<file path="config.mk">
export PLATFORM = sky130hd
export DESIGN_NAME = aes_decipher_sched
export DESIGN_NICKNAME = d
export VERILOG_FILES = /design/src/rtl/aes_defs_pkg.sv /design/src/rtl/aes_round_key_mem.sv /design/src/rtl/aes_decipher_sched.sv
export SDC_FILE = /design/constraint.sdc
export NUM_CORES = 2
export LEC_CHECK = 0
export CORE_AREA = 2 2 466 468
export DETAILED_ROUTE_END_ITERATION = 12
export DIE_AREA = 0 0 468 470
export GPL_TIMING_DRIVEN = 1
export RECOVER_POWER = 25
export SYNTH_ARGS = -nofsm -noshare
export SYNTH_HDL_FRONTEND = slang
export SYNTH_HIERARCHICAL = 1
export SYNTH_SLANG_ARGS = --single-unit
</file>
<file path="constraint.sdc">
create_clock -name clk -period 16.1 [get_ports clk]
set_input_delay 3.22 -clock clk [delete_from_list [all_inputs] [get_ports clk]]
set_output_delay 3.22 -clock clk [all_outputs]
set_load 0.02 [all_outputs]
</file>
<file path="src/rtl/aes_defs_pkg.sv">
// Shared AES definitions: key-length codes, round bounds, scheduler state
// encoding and the captured-request context used by aes_decipher_sched.
package aes_defs_pkg;

    localparam logic [3:0] AES_128_BIT_KEY = 4'h0;
    localparam logic [3:0] AES_192_BIT_KEY = 4'h1;
    localparam logic [3:0] AES_256_BIT_KEY = 4'h2;

    localparam int         AES_MAX_ROUND     = 14;
    localparam logic [3:0] AES_MAX_ROUND_IDX = 4'd14;

    // Scheduler FSM encoding (kept as plain constants for legacy tools).
    localparam logic [2:0] ST_IDLE      = 3'd0;
    localparam logic [2:0] ST_ISSUE     = 3'd1;
    localparam logic [2:0] ST_WAIT_BUSY = 3'd2;
    localparam logic [2:0] ST_WAIT_DONE = 3'd3;
    localparam logic [2:0] ST_RESP      = 3'd4;

    // Everything latched from the winning requester at grant time.
    typedef struct packed {
        logic         id;
        logic [3:0]   keylen;
        logic [127:0] block;
    } aes_req_ctx_t;

    // True when a round-key index addresses a real key_mem entry.
    function automatic logic round_in_range(input logic [3:0] idx);
        return (idx <= AES_MAX_ROUND_IDX);
    endfunction

endpackage

</file>
<file path="src/rtl/aes_round_key_mem.sv">
// 15 x 128-bit round-key store. One synchronous write port, one
// combinational read port; reads of index 15 return zero. The array is
// intentionally not reset so keys survive a scheduler reset.
module aes_round_key_mem
    import aes_defs_pkg::*;
(
    input  logic         clk,
    input  logic         we,
    input  logic [3:0]   waddr,
    input  logic [127:0] wdata,
    input  logic [3:0]   raddr,
    output logic [127:0] rdata
);

    logic [127:0] mem_r [0:AES_MAX_ROUND];
    logic [127:0] rdata_s;

    // Write port: out-of-range addresses are ignored here as a second guard.
    always_ff @(posedge clk) begin
        if (we && round_in_range(waddr)) begin
            mem_r[waddr] <= wdata;
        end
    end

    // Async read port with zero for the unused index 15.
    always_comb begin
        rdata_s = 128'd0;
        if (round_in_range(raddr)) begin
            rdata_s = mem_r[raddr];
        end else begin
            rdata_s = 128'd0;
        end
    end

    assign rdata = rdata_s;

endmodule

</file>
<file path="src/rtl/aes_decipher_sched.sv">
// Round-robin scheduler sharing one decipher core between two requesters.
// Owns the round-key memory, drives the core's next handshake, watches
// ready with a timeout, and returns tagged plaintext on a valid/ready port.
module aes_decipher_sched
    import aes_defs_pkg::*;
#(
    parameter int NEXT_CYCLES = 2,
    parameter int TIMEOUT     = 255
) (
    input  logic         clk,
    input  logic         reset,
    input  logic [3:0]   cfg_keylen,
    input  logic         key_we,
    input  logic [3:0]   key_addr,
    input  logic [127:0] key_wdata,
    output logic         key_wr_err,
    input  logic         req0_valid,
    input  logic [127:0] req0_block,
    output logic         req0_ready,
    input  logic         req1_valid,
    input  logic [127:0] req1_block,
    output logic         req1_ready,
    output logic         rsp_valid,
    input  logic         rsp_ready,
    output logic         rsp_id,
    output logic [127:0] rsp_block,
    output logic         rsp_err,
    output logic         dc_next,
    output logic [3:0]   dc_keylen,
    output logic [127:0] dc_block,
    input  logic [3:0]   dc_round,
    output logic [127:0] dc_round_key,
    input  logic [127:0] dc_new_block,
    input  logic         dc_ready,
    output logic         busy
);

    localparam logic [7:0] NEXT_LAST    = 8'(NEXT_CYCLES - 1);
    localparam logic [7:0] TIMEOUT_LAST = 8'(TIMEOUT - 1);
    localparam logic [7:0] TIMER_MAX    = 8'hFF;

    logic [2:0]   state_r;
    logic [2:0]   state_nxt_s;
    logic         rr_r;
    logic [7:0]   timer_r;
    aes_req_ctx_t ctx_r;

    logic         grant0_s;
    logic         grant1_s;
    logic         capture_s;
    logic         abort_s;
    logic         key_wr_ok_s;

    logic         dc_next_r;
    logic         busy_r;
    logic         key_wr_err_r;
    logic         rsp_valid_r;
    logic         rsp_err_r;
    logic         rsp_id_r;
    logic [127:0] rsp_block_r;

    // Keys may only change while the core is not reading them.
    assign key_wr_ok_s = key_we && (state_r == ST_IDLE) && round_in_range(key_addr);

    aes_round_key_mem u_key_mem (
        .clk   (clk),
        .we    (key_wr_ok_s),
        .waddr (key_addr),
        .wdata (key_wdata),
        .raddr (dc_round),
        .rdata (dc_round_key)
    );

    // Arbiter: single requester wins outright, a tie goes to the rr favourite.
    always_comb begin
        grant0_s = 1'b0;
        grant1_s = 1'b0;
        if (state_r == ST_IDLE) begin
            if (req0_valid && req1_valid) begin
                grant0_s = ~rr_r;
                grant1_s = rr_r;
            end else begin
                grant0_s = req0_valid;
                grant1_s = req1_valid;
            end
        end else begin
            grant0_s = 1'b0;
            grant1_s = 1'b0;
        end
    end

    // Ready is the grant itself; masked during reset so no block is
    // reported as taken while the capture registers are held clear.
    assign req0_ready = grant0_s & ~reset;
    assign req1_ready = grant1_s & ~reset;

    // Next-state logic plus one-cycle capture/abort strobes for the response.
    always_comb begin
        state_nxt_s = state_r;
        capture_s   = 1'b0;
        abort_s     = 1'b0;
        case (state_r)
            ST_IDLE: begin
                if (grant0_s || grant1_s) begin
                    state_nxt_s = ST_ISSUE;
                end else begin
                    state_nxt_s = ST_IDLE;
                end
            end
            ST_ISSUE: begin
                if (timer_r == NEXT_LAST) begin
                    state_nxt_s = ST_WAIT_BUSY;
                end else begin
                    state_nxt_s = ST_ISSUE;
                end
            end
            ST_WAIT_BUSY: begin
                if (!dc_ready) begin
                    state_nxt_s = ST_WAIT_DONE;
                end else if (timer_r == TIMEOUT_LAST) begin
                    abort_s     = 1'b1;
                    state_nxt_s = ST_RESP;
                end else begin
                    state_nxt_s = ST_WAIT_BUSY;
                end
            end
            ST_WAIT_DONE: begin
                if (dc_ready) begin
                    capture_s   = 1'b1;
                    state_nxt_s = ST_RESP;
                end else if (timer_r == TIMEOUT_LAST) begin
                    abort_s     = 1'b1;
                    state_nxt_s = ST_RESP;
                end else begin
                    state_nxt_s = ST_WAIT_DONE;
                end
            end
            ST_RESP: begin
                if (rsp_valid_r && rsp_ready) begin
                    state_nxt_s = ST_IDLE;
                end else begin
                    state_nxt_s = ST_RESP;
                end
            end
            default: begin
                state_nxt_s = ST_IDLE;
            end
        endcase
    end

    // State register.
    always_ff @(posedge clk or posedge reset) begin
        if (reset) begin
            state_r <= ST_IDLE;
        end else begin
            state_r <= state_nxt_s;
        end
    end

    // Per-state cycle timer: restarts on every transition, saturates at max.
    always_ff @(posedge clk or posedge reset) begin
        if (reset) begin
            timer_r <= 8'd0;
        end else if (state_nxt_s != state_r) begin
            timer_r <= 8'd0;
        end else if (timer_r != TIMER_MAX) begin
            timer_r <= timer_r + 8'd1;
        end
    end

    // Round-robin pointer: after a grant, favour the other requester.
    always_ff @(posedge clk or posedge reset) begin
        if (reset) begin
            rr_r <= 1'b0;
        end else if (grant0_s) begin
            rr_r <= 1'b1;
        end else if (grant1_s) begin
            rr_r <= 1'b0;
        end
    end

    // Latch block, id and key length at grant; held until the next grant.
    always_ff @(posedge clk or posedge reset) begin
        if (reset) begin
            ctx_r <= '0;
        end else if (grant1_s) begin
            ctx_r.id     <= 1'b1;
            ctx_r.keylen <= cfg_keylen;
            ctx_r.block  <= req1_block;
        end else if (grant0_s) begin
            ctx_r.id     <= 1'b0;
            ctx_r.keylen <= cfg_keylen;
            ctx_r.block  <= req0_block;
        end
    end

    // Registered core strobe, busy flag and key-write rejection pulse.
    always_ff @(posedge clk or posedge reset) begin
        if (reset) begin
            dc_next_r    <= 1'b0;
            busy_r       <= 1'b0;
            key_wr_err_r <= 1'b0;
        end else begin
            dc_next_r    <= (state_nxt_s == ST_ISSUE);
            busy_r       <= (state_nxt_s != ST_IDLE);
            key_wr_err_r <= key_we && !key_wr_ok_s;
        end
    end

    // Response register: load on completion or abort, clear on handshake.
    always_ff @(posedge clk or posedge reset) begin
        if (reset) begin
            rsp_valid_r <= 1'b0;
            rsp_err_r   <= 1'b0;
            rsp_id_r    <= 1'b0;
            rsp_block_r <= 128'd0;
        end else if (capture_s) begin
            rsp_valid_r <= 1'b1;
            rsp_err_r   <= 1'b0;
            rsp_id_r    <= ctx_r.id;
            rsp_block_r <= dc_new_block;
        end else if (abort_s) begin
            rsp_valid_r <= 1'b1;
            rsp_err_r   <= 1'b1;
            rsp_id_r    <= ctx_r.id;
            rsp_block_r <= 128'd0;
        end else if (rsp_valid_r && rsp_ready) begin
            rsp_valid_r <= 1'b0;
            rsp_err_r   <= 1'b0;
        end
    end

    assign dc_next    = dc_next_r;
    assign dc_keylen  = ctx_r.keylen;
    assign dc_block   = ctx_r.block;
    assign busy       = busy_r;
    assign key_wr_err = key_wr_err_r;
    assign rsp_valid  = rsp_valid_r;
    assign rsp_err    = rsp_err_r;
    assign rsp_id     = rsp_id_r;
    assign rsp_block  = rsp_block_r;

endmodule

</file>
==> impl_metrics.ini <==
[routing]
wl_met3_mm = 19.3
wl_met1_mm = 109
wl_met2_mm = 131
ant_nets = 0
wl_per_cell_um = 32.0
dr.pass1.iters = 5
totalWireLength_mm = 275
routed_via_density = 5.53
first_iter_violations = 4424
route.detailed.drc = 0
highest_layer = met5
num_vias = 47511

[finish]
syn_to_final_growth_pct = 21.6
multi_input_area_mm2 = 0.0184
regArea_mm2 = 0.0646
layout-drive-gt1-share_pct = 12.2
fill_cells = 18119
finalNetCount = 6020
fin_util_pct = 48.2

[critical_path]
cp_data_arrival_time_ps = 7750
rrSetupSlack_ps = 11650
worstReg2RegEnd = u_key_mem/mem_r[3][23]
crit_fanout = 78
cp-startpoint = dc_round[1]
cp-end-kind = primary output
rr_startpoint = state_r[0]
cp_data_required_time_ps = 12880
cp-start-kind = primary input
worstRegToRegCells = 7
crit_type = in2out

[clock_network]
cts_root_buf = clkbuf_16
cts_tree = done
cts_hold_buffers = 0
cts_buffers = 227
postCtsSetupRepairBufs = 0
cts_sinks = 2199
clock_path_buffers = 3
cts_resized = 0
clkTransAtPathRegs_ps = 60
h-tree-depth = 4
clk_latency_ps = 900

[synthesis]
synth-async-reset-ratio_pct = 12.7
synthCells = 4662
synth-seq-cells = 2199
synthFlopType = edfxtp_1
yosysSeqAreaShare_pct = 75.6
syn_nets = 5196
synth_area_mm2 = 0.0855
synth.distinct_cells = 53
synth_edf_count = 1920
synth.avg_cell_area_um2 = 18.3
synth_warnings = 6

[job]
drv_cap = 0

[timing]
fin_skew_ps = 59.4
maxSlewHeadroom_pct = 24.2
min_period_ps = 10970
fin_setup_tns_ps = 0
fin_crit_sh_pct = 68.1
report.final.hold_viol_count = 0
slew_viol_final = 0
max_freq_mhz = 91.2
rsz0062_at_grt = no
worstMarginPinSlew_ps = 1130
setup_violations = 0

[power_and_ir_drop]
vdd_drop_max_v = 0.000122
power.switching_w = 0.00407
power_frac_comb_pct = 18.5
p_clk_share_pct = 34.7
p_leak_nw = 35.9
swShare_pct = 27.9
cellPowerDensity_mw_per_mm2 = 140
pwr-share-seq_pct = 46.9
p_int_w = 0.0105

[global_routing]
track_usage_pct = 24.5
grt_pass1_vias = 46261
antenna_found_initial = 135
grt_pass1_wl_mm = 377
grt_max_degree = 236
grt_remaining_overflow = 0

[worst_hold_path]
holdPathEnd = dc_block[111]
holdPathStages = 2
hp-class = reg2reg
holdCritStartpoint = dc_block[111]

[floorplan]
start_util_pct = 39.7
num_io_pins = 927
die_y_um = 470
row_count = 171
die_area_mm2 = 0.220
core_area_mm2 = 0.216
dieWidth_um = 468

[placement]
io_buffers = 926
place_congestion = 0.959
hpwl_mm = 168

[outcome]
status = completed
==> worst max-delay path: stages <==
cell	delay (ps)
buf_8	440
buf_4	760
buf_4	810
buf_4	710
mux4_2	330
o22ai_1	90
a311o_1	350
o211ai_1	100
clkdlybuf4s50_1	720
==> layout make-up <==
type / count / area share, %
multi-input combinational: 2038 / 17.7
sequential: 2199 / 62.1
antenna: 66 / 0.159
tap: 2854 / 3.43
inverter: 6 / 0.0289
timing repair buffer: 1014 / 9.68
clock buffer: 284 / 5.68
clock inverter: 137 / 1.21
==> kinds of logic (layout without fill, tap and decap cells) <==
logic type,count (synthesis),count (layout),share of synthesized area [%]
xor gates and xnor gates,2,2,0.0205
other,0,66,0
buffers and inverters,425,1441,3.13
muxes,775,775,12.8
adders and majority gates,3,3,0.0439
DFF,2199,2199,75.6
AOI/OAI and AO/OA,792,792,6.20
and+or+nand+nor,466,466,2.20
==> metrics by stage <==
stage | cells | hold slack [ps] | power (W) | setup slack (ps) | cell area [um^2]
4_1_cts | 8532 | 482 | 0.0147 | 5120 | 104000
2_1_floorplan | 4662 | 447 | 0.00840 | 2680 | 85500
5_1_grt | 8566 | 497 | 0.0151 | 4900 | 104000
3_5_place_dp | 8111 | 469 | 0.00964 | 5140 | 96700
6_report | 8598 | 475 | 0.0146 | 5130 | 104000
3_3_place_gp | 8111 | 461 | 0.00963 | 5160 | 96700
==> power by group through the flow <==
stage	Sequential, W	Combinational, W	Clock [W]
detailed placement	0.00694	0.00270	0
global route	0.00687	0.00283	0.00536
CTS	0.00683	0.00272	0.00516
floorplan	0.00709	0.00132	0
finish	0.00683	0.00270	0.00505
global placement	0.00693	0.00270	0
==> routing by layer <==
layer	global-route usage (%)	vias up
met1	31.5	24887
li1	-	20237
met5	0	-
met4	12.0	62
met2	39.3	1800
met3	5.46	525
==> cells in the final DEF (no fill, tap or decap), types with 7 or more instances in the layout <==
| cell type | count |
|---|---|
| clkinv_1 | 55 |
| clkbuf_16 | 227 |
| o21ai_0 | 200 |
| edfxtp_1 | 1920 |
| a21oi_1 | 131 |
| bufinv_16 | 12 |
| mux4_2 | 256 |
| clkinv_16 | 10 |
| dlygate4sd3_1 | 92 |
| clkinvlp_4 | 8 |
| nor2_1 | 136 |
| clkbuf_1 | 56 |
| a22o_1 | 128 |
| nand2b_1 | 7 |
| buf_4 | 78 |
| mux2i_1 | 513 |
| clkdlybuf4s50_1 | 830 |
| o211ai_1 | 129 |
| nor2_4 | 13 |
| nand2_1 | 270 |
| buf_12 | 10 |
| o21ai_1 | 59 |
| diode_2 | 66 |
| a221oi_1 | 127 |
| clkinv_2 | 40 |
| dfrtp_1 | 279 |
==> flip-flops by register name, summed over array words and instances, names as in the netlist, 3 cells and up <==
signal / cells
timer_r: 8
rsp_block: 128
dc_keylen: 4
u_key_mem/mem_r: 1920
state_r: 3
dc_block: 128
==> how the worst max path moves through the flow <==
stage / end / slack, ps / depth (start not counted)
3_3_place_gp: dc_round_key[111] / 5160 / 9
4_1_cts: dc_round_key[111] / 5120 / 9
2_1_floorplan: u_key_mem/mem_r[0][0] / 2680 / 4
3_5_place_dp: dc_round_key[111] / 5140 / 9
5_1_grt: dc_round_key[111] / 4900 / 9
6_report: dc_round_key[111] / 5130 / 9
==> Yosys cell counts (5+ instances only) <==
| master | n | share of area (%) |
|---|---|---|
| a21oi_1 | 131 | 0.77 |
| a221oi_1 | 127 | 1.3 |
| a22o_1 | 128 | 1.3 |
| buf_1 | 17 | 0.075 |
| buf_2 | 105 | 0.61 |
| buf_4 | 153 | 1.3 |
| buf_6 | 50 | 0.66 |
| clkbuf_1 | 94 | 0.41 |
| dfrtp_1 | 279 | 8.2 |
| edfxtp_1 | 1920 | 67 |
| inv_1 | 6 | 0.026 |
| mux2_2 | 5 | 0.066 |
| mux2i_1 | 513 | 6.0 |
| mux4_2 | 256 | 6.7 |
| nand2_1 | 270 | 1.2 |
| nand2b_1 | 7 | 0.051 |
| nand3_1 | 6 | 0.035 |
| nor2_1 | 148 | 0.65 |
| nor3_1 | 9 | 0.053 |
| o211ai_1 | 129 | 1.1 |
| o21ai_0 | 201 | 1.2 |
| o21ai_1 | 59 | 0.35 |
(Power assumes the default switching activity.)
